**config.mk**
```make
export PLATFORM = sky130hd
export DESIGN_NAME = spi_reg_bank
export DESIGN_NICKNAME = d
export VERILOG_FILES = /design/src/rtl/spi_reg_pkg.sv /design/src/rtl/spi_sync_edge.sv /design/src/rtl/spi_reg_bank.sv
export SDC_FILE = /design/constraint.sdc
export NUM_CORES = 1
export LEC_CHECK = 0
export BUFFER_PORTS_ARGS = -buffer_cell sky130_fd_sc_hd__buf_2
export CORE_ASPECT_RATIO = 1.1
export CORE_UTILIZATION = 60
export CTS_CLUSTER_SIZE = 20
export DETAILED_ROUTE_END_ITERATION = 12
export MAX_ROUTING_LAYER = met4
export PLACE_DENSITY_LB_ADDON = 0.25
export SYNTH_ARGS = -nofsm -noshare
export SYNTH_HDL_FRONTEND = slang
export SYNTH_HIERARCHICAL = 1
export SYNTH_SLANG_ARGS = --single-unit
```
**constraint.sdc**
```tcl
create_clock -name clk -period 4.4 [get_ports clk]
set_input_delay 0 -clock clk [delete_from_list [all_inputs] [get_ports clk]]
set_output_delay 0 -clock clk [all_outputs]
set_load 0.01 [all_outputs]
```
**src/rtl/spi_reg_pkg.sv**
```systemverilog
// Shared constants and FSM state type for the SPI register bank.
package spi_reg_pkg;

    localparam int FRAME_W = 16;
    localparam int ADDR_W  = 7;
    localparam int DATA_W  = 8;

    localparam int ADDR_EN_OUT_7_0  = 'h00;
    localparam int ADDR_EN_OUT_15_8 = 'h01;
    localparam int ADDR_EN_PWM_7_0  = 'h02;
    localparam int ADDR_EN_PWM_15_8 = 'h03;
    localparam int ADDR_PWM_DUTY    = 'h04;

    typedef enum logic [1:0] {
        IDLE   = 2'd0,
        SHIFT  = 2'd1,
        COMMIT = 2'd2
    } state_t;

endpackage

```
**src/rtl/spi_sync_edge.sv**
```systemverilog
// Multi-flop synchronizer for one asynchronous SPI pin, followed by a single
// history flop that yields one-clk rise/fall pulses.
module spi_sync_edge #(
    parameter int   SYNC_STAGES = 2,
    parameter logic RST_VAL     = 1'b0
) (
    input  logic clk,
    input  logic rst,
    input  logic async_i,
    output logic sync_o,
    output logic rise_o,
    output logic fall_o
);

    logic [SYNC_STAGES-1:0] sync_q, sync_d;
    logic                   prev_q, prev_d;

    always_comb begin
        sync_d = {sync_q[SYNC_STAGES-2:0], async_i};
        prev_d = sync_q[SYNC_STAGES-1];
    end

    always_ff @(posedge clk) begin
        if (rst) begin
            sync_q <= {SYNC_STAGES{RST_VAL}};
            prev_q <= RST_VAL;
        end else begin
            sync_q <= sync_d;
            prev_q <= prev_d;
        end
    end

    assign sync_o = sync_q[SYNC_STAGES-1];
    assign rise_o = sync_q[SYNC_STAGES-1] & ~prev_q;
    assign fall_o = ~sync_q[SYNC_STAGES-1] & prev_q;

endmodule

```
**src/rtl/spi_reg_bank.sv**
```systemverilog
// SPI mode-0 target oversampled on clk; 16-bit write frames update the PWM control registers.
// Define SPI_REG_READBACK_EN to add register readback on cipo_o.
//
//   state  | meaning
//   IDLE   | ncs high, waiting for a frame to start
//   SHIFT  | ncs low, shifting COPI on each sclk rise
//   COMMIT | one clk after ncs rise; valid write frames land in the register file
module spi_reg_bank #(
    parameter int SYNC_STAGES = 2,
    parameter int NUM_REGS    = 5
) (
    input  logic       clk,
    input  logic       rst,
    input  logic       ncs_i,
    input  logic       sclk_i,
    input  logic       copi_i,
    output logic       cipo_o,
    output logic [7:0] en_reg_out_7_0,
    output logic [7:0] en_reg_out_15_8,
    output logic [7:0] en_reg_pwm_7_0,
    output logic [7:0] en_reg_pwm_15_8,
    output logic [7:0] pwm_duty_cycle,
    output logic       wr_strobe_o
);
    import spi_reg_pkg::*;

    localparam int                CNT_W    = 5;
    localparam logic [CNT_W-1:0]  CNT_FULL = CNT_W'(FRAME_W);
    localparam logic [CNT_W-1:0]  CNT_MAX  = CNT_W'(FRAME_W + 1);

    logic ncs_s, ncs_rise, ncs_fall;
    logic sclk_s, sclk_rise, sclk_fall;
    logic copi_s, copi_rise, copi_fall;

    spi_sync_edge #(.SYNC_STAGES(SYNC_STAGES), .RST_VAL(1'b1)) u_sync_ncs (
        .clk(clk), .rst(rst), .async_i(ncs_i),
        .sync_o(ncs_s), .rise_o(ncs_rise), .fall_o(ncs_fall)
    );
    spi_sync_edge #(.SYNC_STAGES(SYNC_STAGES), .RST_VAL(1'b0)) u_sync_sclk (
        .clk(clk), .rst(rst), .async_i(sclk_i),
        .sync_o(sclk_s), .rise_o(sclk_rise), .fall_o(sclk_fall)
    );
    spi_sync_edge #(.SYNC_STAGES(SYNC_STAGES), .RST_VAL(1'b0)) u_sync_copi (
        .clk(clk), .rst(rst), .async_i(copi_i),
        .sync_o(copi_s), .rise_o(copi_rise), .fall_o(copi_fall)
    );

    state_t             state_q, state_d;
    logic [CNT_W-1:0]   cnt_q, cnt_d;
    logic [FRAME_W-1:0] sr_q, sr_d;
    logic [DATA_W-1:0]  regs_q [NUM_REGS];
    logic [DATA_W-1:0]  regs_d [NUM_REGS];
    logic               wr_strobe_q, wr_strobe_d;

    logic [ADDR_W-1:0]  frame_addr;
    logic [DATA_W-1:0]  frame_data;
    logic               frame_ok;

    assign frame_addr = sr_q[FRAME_W-2 -: ADDR_W];
    assign frame_data = sr_q[DATA_W-1:0];
    assign frame_ok   = (cnt_q == CNT_FULL) && sr_q[FRAME_W-1] &&
                        (frame_addr < ADDR_W'(NUM_REGS));

    always_comb begin
        state_d     = state_q;
        cnt_d       = cnt_q;
        sr_d        = sr_q;
        regs_d      = regs_q;
        wr_strobe_d = 1'b0;
        case (state_q)
            IDLE: begin
                if (ncs_fall) begin
                    state_d = SHIFT;
                    cnt_d   = '0;
                    sr_d    = '0;
                end
            end
            SHIFT: begin
                // ncs rise takes priority over a coincident sclk rise
                if (ncs_rise) begin
                    state_d = COMMIT;
                end else if (sclk_rise) begin
                    sr_d = {sr_q[FRAME_W-2:0], copi_s};
                    if (cnt_q != CNT_MAX) begin
                        cnt_d = cnt_q + CNT_W'(1);
                    end
                end
            end
            COMMIT: begin
                if (frame_ok) begin
                    wr_strobe_d = 1'b1;
                    for (int i = 0; i < NUM_REGS; i++) begin
                        if (frame_addr == ADDR_W'(i)) begin
                            regs_d[i] = frame_data;
                        end
                    end
                end
                if (ncs_fall) begin
                    state_d = SHIFT;
                    cnt_d   = '0;
                    sr_d    = '0;
                end else begin
                    state_d = IDLE;
                end
            end
            default: state_d = IDLE;
        endcase
    end

    always_ff @(posedge clk) begin
        if (rst) begin
            state_q     <= IDLE;
            cnt_q       <= '0;
            sr_q        <= '0;
            wr_strobe_q <= 1'b0;
            for (int i = 0; i < NUM_REGS; i++) begin
                regs_q[i] <= '0;
            end
        end else begin
            state_q     <= state_d;
            cnt_q       <= cnt_d;
            sr_q        <= sr_d;
            wr_strobe_q <= wr_strobe_d;
            regs_q      <= regs_d;
        end
    end

    assign en_reg_out_7_0  = regs_q[ADDR_EN_OUT_7_0];
    assign en_reg_out_15_8 = regs_q[ADDR_EN_OUT_15_8];
    assign en_reg_pwm_7_0  = regs_q[ADDR_EN_PWM_7_0];
    assign en_reg_pwm_15_8 = regs_q[ADDR_EN_PWM_15_8];
    assign pwm_duty_cycle  = regs_q[ADDR_PWM_DUTY];
    assign wr_strobe_o     = wr_strobe_q;

`ifdef SPI_REG_READBACK_EN
    localparam logic [CNT_W-1:0] CNT_HDR_LAST = CNT_W'(ADDR_W);

    logic [DATA_W-1:0] tx_sr_q, tx_sr_d;
    logic [3:0]        tx_cnt_q, tx_cnt_d;
    logic              cipo_q, cipo_d;
    logic [ADDR_W:0]   hdr;
    logic [ADDR_W-1:0] hdr_addr;

    always_comb begin
        tx_sr_d  = tx_sr_q;
        tx_cnt_d = tx_cnt_q;
        cipo_d   = cipo_q;
        hdr      = {sr_q[ADDR_W-1:0], copi_s};
        hdr_addr = hdr[ADDR_W-1:0];
        if (state_q != SHIFT || ncs_rise) begin
            tx_cnt_d = '0;
            cipo_d   = 1'b0;
        end else if (sclk_rise && cnt_q == CNT_HDR_LAST) begin
            // header complete on this edge; a valid read arms the output shifter
            if (!hdr[ADDR_W] && hdr_addr < ADDR_W'(NUM_REGS)) begin
                tx_cnt_d = 4'd8;
                for (int i = 0; i < NUM_REGS; i++) begin
                    if (hdr_addr == ADDR_W'(i)) begin
                        tx_sr_d = regs_q[i];
                    end
                end
            end
        end else if (sclk_fall) begin
            if (tx_cnt_q != 4'd0) begin
                cipo_d   = tx_sr_q[DATA_W-1];
                tx_sr_d  = {tx_sr_q[DATA_W-2:0], 1'b0};
                tx_cnt_d = tx_cnt_q - 4'd1;
            end else begin
                cipo_d = 1'b0;
            end
        end
    end

    always_ff @(posedge clk) begin
        if (rst) begin
            tx_sr_q  <= '0;
            tx_cnt_q <= '0;
            cipo_q   <= 1'b0;
        end else begin
            tx_sr_q  <= tx_sr_d;
            tx_cnt_q <= tx_cnt_d;
            cipo_q   <= cipo_d;
        end
    end

    assign cipo_o = cipo_q;

    logic unused_sync;
    assign unused_sync = ^{ncs_s, sclk_s, copi_rise, copi_fall};
`else
    assign cipo_o = 1'b0;

    logic unused_sync;
    assign unused_sync = ^{ncs_s, sclk_s, sclk_fall, copi_rise, copi_fall};
`endif

endmodule
```
### Word-level counts from Yosys, hierarchy flattened

Cells that the tools add are included.

| storage, ports and cells | value |
|---|---|
| latch bits | 0 |
| register bits after elaboration | 72 |
| memories | 0 |
| RAM bits | 0 |
| output and inout bits | 42 |
| bits in read-only memories | 0 |
| input port bits | 5 |

| cells by class | value |
|---|---|
| reductions and logical operators | 15 |
| $mul | 0 |
| bitwise gates (word level) | 7 |
| multiplexer cells | 14 |
| $lt $le $gt $ge | 1 |
| shift-type cells | 0 |
| add/subtract/negate cells | 1 |
| equal/unequal tests | 14 |
| divide/modulo/power cells | 0 |

Operators by type and width:

| cell | count |
|---|---|
| $mux W16 | 3 |
| $pmux W16 S2 | 1 |
| $mux W5 | 4 |
| $reduce_and A3 Y1 | 5 |
| $eq A7 B2 Y1 const B | 2 |
| $ne A2 B2 Y1 const B | 5 |
| $pmux W5 S2 | 1 |
| $eq A7 B1 Y1 const B | 1 |
| $eq A7 B3 Y1 const B | 1 |
| $logic_not A7 Y1 | 1 |
| $lt A7 B3 Y1 const B | 1 |
| $pmux W2 S3 | 1 |
| $add A5 B1 Y5 const B | 1 |
| $eq A5 B5 Y1 const B | 1 |
| $ne A5 B5 Y1 const B | 1 |
| $reduce_and A5 Y1 | 1 |
| $mux W2 | 2 |
| $not A1 Y1 | 4 |
| $reduce_and A4 Y1 | 1 |
| $reduce_or A2 Y1 | 2 |
| $and A1 B1 Y1 | 3 |
| $eq A2 B1 Y1 const B | 1 |
| $eq A2 B2 Y1 const B | 1 |
| $logic_and A1 B1 Y1 | 2 |
| other kinds (5) | 6 |

### Logic depth before layout (Yosys ltp)

| logic depth | value |
|---|---|
| depth in word-level cells | 5 |
| gate-level depth with buffers | 6 |

### Cells and area by module

The synthesis kept the hierarchy.

Modules (own cells, without submodules):

| module | area each (um2) | times used | cells an instance |
|---|---|---|---|
| spi_reg_bank | 2715.1 | 1 | 268 |
| spi_sync_edge (u_sync_copi ...) | 91.3 | 2 | 8 |
| spi_sync_edge (u_sync_ncs) | 92.6 | 1 | 8 |

### Worst setup path before layout

OpenSTA, ideal clock, no wires.

| path | value |
|---|---|
| kind | reg-to-reg |
| start point | register u_sync_ncs.sync_q[1] |
| end point | register cnt_q[3] |
| library setup time | 0.121 ns |
| data arrival time | 1.498 ns |
| slack | 2.781 ns |
| cell stages (with the launch flop) | 6 |
| cells stage by stage | dfxtp_1 > nor2b_1 > nand4bb_1 > buf_2 > a2111oi_0 > mux2_2 |

| on the way | value |
|---|---|
| elaborated cells between the ends (all ways) | 6 |
| those cells by class | 2 x eq/ne; 3 x bitwise; 1 x reduce/logical |

RTL lines:

| what | line | text |
|---|---|---|
| start: declaration | spi_sync_edge.sv:15 | `logic [SYNC_STAGES-1:0] sync_q, sync_d;` |
| start signal: assignment | spi_sync_edge.sv:25 | `sync_q <= {SYNC_STAGES{RST_VAL}};` |
| start signal: assignment | spi_sync_edge.sv:28 | `sync_q <= sync_d;` |
| $and A1 B1 Y1 | spi_sync_edge.sv:34 | `assign rise_o = sync_q[SYNC_STAGES-1] & ~prev_q;` |
| via ncs_rise | spi_reg_bank.sv:31 | `logic ncs_s, ncs_rise, ncs_fall;` |
| $ne A2 B2 Y1 (no source line) | - |  |
| $reduce_and A5 Y1 (no source line) | - |  |
| end signal: assignment | spi_reg_bank.sv:121 | `cnt_q <= cnt_d;` |
| end: declaration | spi_reg_bank.sv:49 | `logic [CNT_W-1:0] cnt_q, cnt_d;` |

The timed path passes the listed nets, and every way through them passes these cells.
A chain may end at the register's enable or synchronous reset.

### Worst setup path in the final report

| path | value |
|---|---|
| start point | register state_q[0] |
| end point | register regs_q, in the netlist en_reg_pwm_7_0[5] |

| on the way | value |
|---|---|
| word-level cells in the longest chain between the ends | 2 |

Ends and longest elaborated chain:

| what | line | text |
|---|---|---|
| start: declaration | spi_reg_bank.sv:48 | `state_t state_q, state_d;` |
| start signal: assignment | spi_reg_bank.sv:120 | `state_q <= state_d;` |
| $eq A2 B2 Y1 | spi_reg_bank.sv:70 | `case (state_q)` |
| $reduce_and A3 Y1 (no source line) | - |  |
| end signal: assignment | spi_reg_bank.sv:124 | `regs_q <= regs_d;` |
| end: declaration | spi_reg_bank.sv:51 | `logic [DATA_W-1:0] regs_q [NUM_REGS];` |

Every way passes these cells.

==> results.sh <==
export IMPL_critical_path_start_end_classification="flip-flop to flip-flop"
export IMPL_fp_dieW_um=68.8
export IMPL_design_area_um2=3500
export IMPL_internal_reg_to_reg_setup_slack_ns=1.97
export IMPL_avgSynthCellArea_um2=10.3
export IMPL_dp_cells=372
export IMPL_drt_first_iter_violations=88
export IMPL_maxClockFrequency_mhz=411
export IMPL_routed_via_count=2129
export IMPL_crit_path_max_fanout=8
export IMPL_worst_slew_pin_transition_ns=1.26
export IMPL_r2r_worst_path_cells=3
export IMPL_timing_critical_path_from_type="flip-flop"
export IMPL_grt_usage_pct=23.4
export IMPL_min_to="u_sync_copi/sync_q[0]"
export IMPL_numCtsBuffers=9
export IMPL_clk_insertion_delay_late_ns=0.34
export IMPL_clock_skew_final_ns=0.00867
export IMPL_die_area_um2=5190
export IMPL_post_route_cells_drive_above_1_share_pct=22.7
export IMPL_syn_instance_count=287
export IMPL_wl_per_cell_um=13.8
export IMPL_outcome="completed"
export IMPL_max_slew_margin_pct=15.0
export IMPL_setup_viol=0
export IMPL_die_height_um=75.5
export IMPL_cts_max_level=3
export IMPL_ant_nets=0
export IMPL_min_delay_path_class="input port to flip-flop"
export IMPL_cts_buffer_depth=2
export IMPL_worst_hold_depth=3
export IMPL_placement_io_buffers=45
export IMPL_hold_viol_final=0
export IMPL_setup_worst_path_end_class="flip-flop"
export IMPL_finalSetupTns_ns=0
export IMPL_fin_hold_ws_ns=0.283
export IMPL_syn_cell_area_um2=2950
export IMPL_initial_antenna_violation_count=0
export IMPL_detail_route_vias_per_cell=5.45
export IMPL_cts_setup_buffers=0
export IMPL_layout_area_overhead_vs_synth_pct=18.8
export IMPL_synth_nets=295
export IMPL_timing_hold_worst_start="rst"
export IMPL_p_per_area_nw_per_um2=410
export IMPL_clkSlewWorstSetupHoldPaths_ns=0.07
export IMPL_floorplan_core_area_um2=4680
export IMPL_globalRouteOverflowTotal=0
export IMPL_io_pins=47
export IMPL_place_area_um2=3180
export IMPL_floorplan_initialDensity_pct=62.9
export IMPL_gp_congestion=0.785
export IMPL_hpwlAfterDp_mm=3.51
export IMPL_critPathArrivalTime_ns=2.68
export IMPL_tritoncts="yes"
export IMPL_post_route_drc_count=0
export IMPL_slowest_stage="sky130_fd_sc_hd__nor4bb_1"
export IMPL_reg2reg_from="state_q[0]"
export IMPL_rsz0062_at_grt="no"
export IMPL_antenna_diode_count=0
export IMPL_worstReg2RegEnd="en_reg_pwm_7_0[5]"
export IMPL_clkSinkCount=72
export IMPL_worstPathCellList="nor4bb_1, nand4_2, mux2i_1"
export IMPL_grt_start_max_net_pins=86
export IMPL_design_final_nets=338
export IMPL_maxCapViolCount=0
export IMPL_report_final_slew_viol_count=0
export IMPL_number_of_global_route_vias_before_repair=1956
export IMPL_post_route_period_util_pct=55.2
export IMPL_clockRootBuffer="sky130_fd_sc_hd__clkbuf_8"
export IMPL_max_stage_delay_ns=1.05
export IMPL_yosys_warnings=6
export IMPL_cellLeakagePower_nw=1.61
export IMPL_crit_required_ns=4.65
export IMPL_grt_first_pass_wirelength_mm=8.49
export IMPL_worst_case_vdd_ir_drop_mv=0.292
export IMPL_postRouteWirelength_mm=5.41
export IMPL_finish_cell_count_without_fillers=391
export IMPL_core_rowCount=26
export IMPL_drt_pass1_iter_count=4
export IMPL_finalWorstPathRequiredPeriod_ns=2.43
export IMPL_fillerInstances=351
-- report_power, final --
group	switching [mW]	internal, mW
Sequential	0.00214	0.655
Combinational	0.0187	0.0174
Clock	0.247	0.493
-- worst max path at each step --
stage	cells past startpoint	slack, ns	endpoint	start
3_3_place_gp	3	2.05	en_reg_out_15_8[5]	state_q[0]
6_report	3	1.97	en_reg_pwm_7_0[5]	state_q[0]
5_1_grt	3	1.83	en_reg_out_15_8[1]	state_q[0]
4_1_cts	3	1.98	en_reg_pwm_7_0[5]	state_q[0]
3_5_place_dp	3	2.00	en_reg_pwm_7_0[5]	state_q[0]
2_1_floorplan	5	2.78	cnt_q[3]	u_sync_ncs/sync_q[1]
-- metrics by stage --
step                total power [mW]  util (%)  worst slack [ns]
floorplan                      0.700         -              2.78
global placement               0.707      67.8              2.05
detailed placement             0.707      67.8              2.00
CTS                             1.45      74.7              1.98
global route                    1.47      74.7              1.83
finish                          1.43      74.7              1.97
-- cell usage in the layout (no fill, tap or decap), drive strengths merged, types with 3 or more instances in the layout --
master / n
nor3b: 4
nor3: 4
buf: 47
nor2b: 9
nor4b: 3
inv: 4
dlygate4sd3: 3
mux2i: 41
nand4: 5
nand3: 16
mux2: 3
bufinv: 5
dfxtp: 72
nand2: 16
clkbuf: 9
ha: 3
or2: 3
a21oi: 17
nand2b: 51
-- layout make-up --
type / count / area [µm²] / area share [%]
flip-flops and latches: 72 / 1440 / 41.2
multi-input cells: 194 / 1420 / 40.5
repair buffers: 50 / 270 / 7.73
clock inverters: 7 / 166 / 4.76
clock buffers: 9 / 124 / 3.54
well taps: 56 / 70.1 / 2.00
inverters: 3 / 11.3 / 0.322
-- routing by layer --
metal	track usage, %	wire length, µm	vias to the layer above
met5	-	0	-
met1	24.8	2450	1007
met2	40.3	2710	40
met3	5.09	174	7
met4	12.2	70	0
li1	-	-	1075
-- what timing repair did --
| item | 4_1_cts | 5_1_grt |
|---|---|---|
| gates resized for setup | 0 | 0 |
| endpoints found under the hold margin | 3 | 0 |
| hold buffers | 3 | 0 |
-- critical path, delay by kind of cell, from the launching register on --
| kind | cells | cell delay, ns |
|---|---|---|
| muxes | 1 | 0.32 |
| DFF | 1 | 0.36 |
| and+or+nand+nor | 2 | 1.66 |
-- registers in the layout, summed over array words and instances, names as in the netlist --
signal	cells
state_q	2
pwm_duty_cycle	8
u_sync_ncs/sync_q	2
wr_strobe_o	1
u_sync_sclk/prev_q	1
sr_q	16
u_sync_ncs/prev_q	1
u_sync_copi/sync_q	2
en_reg_pwm_7_0	8
u_sync_sclk/sync_q	2
en_reg_pwm_15_8	8
cnt_q	5
en_reg_out_15_8	8
en_reg_out_7_0	8
No activity file was read; power rests on OpenSTA's default activity.
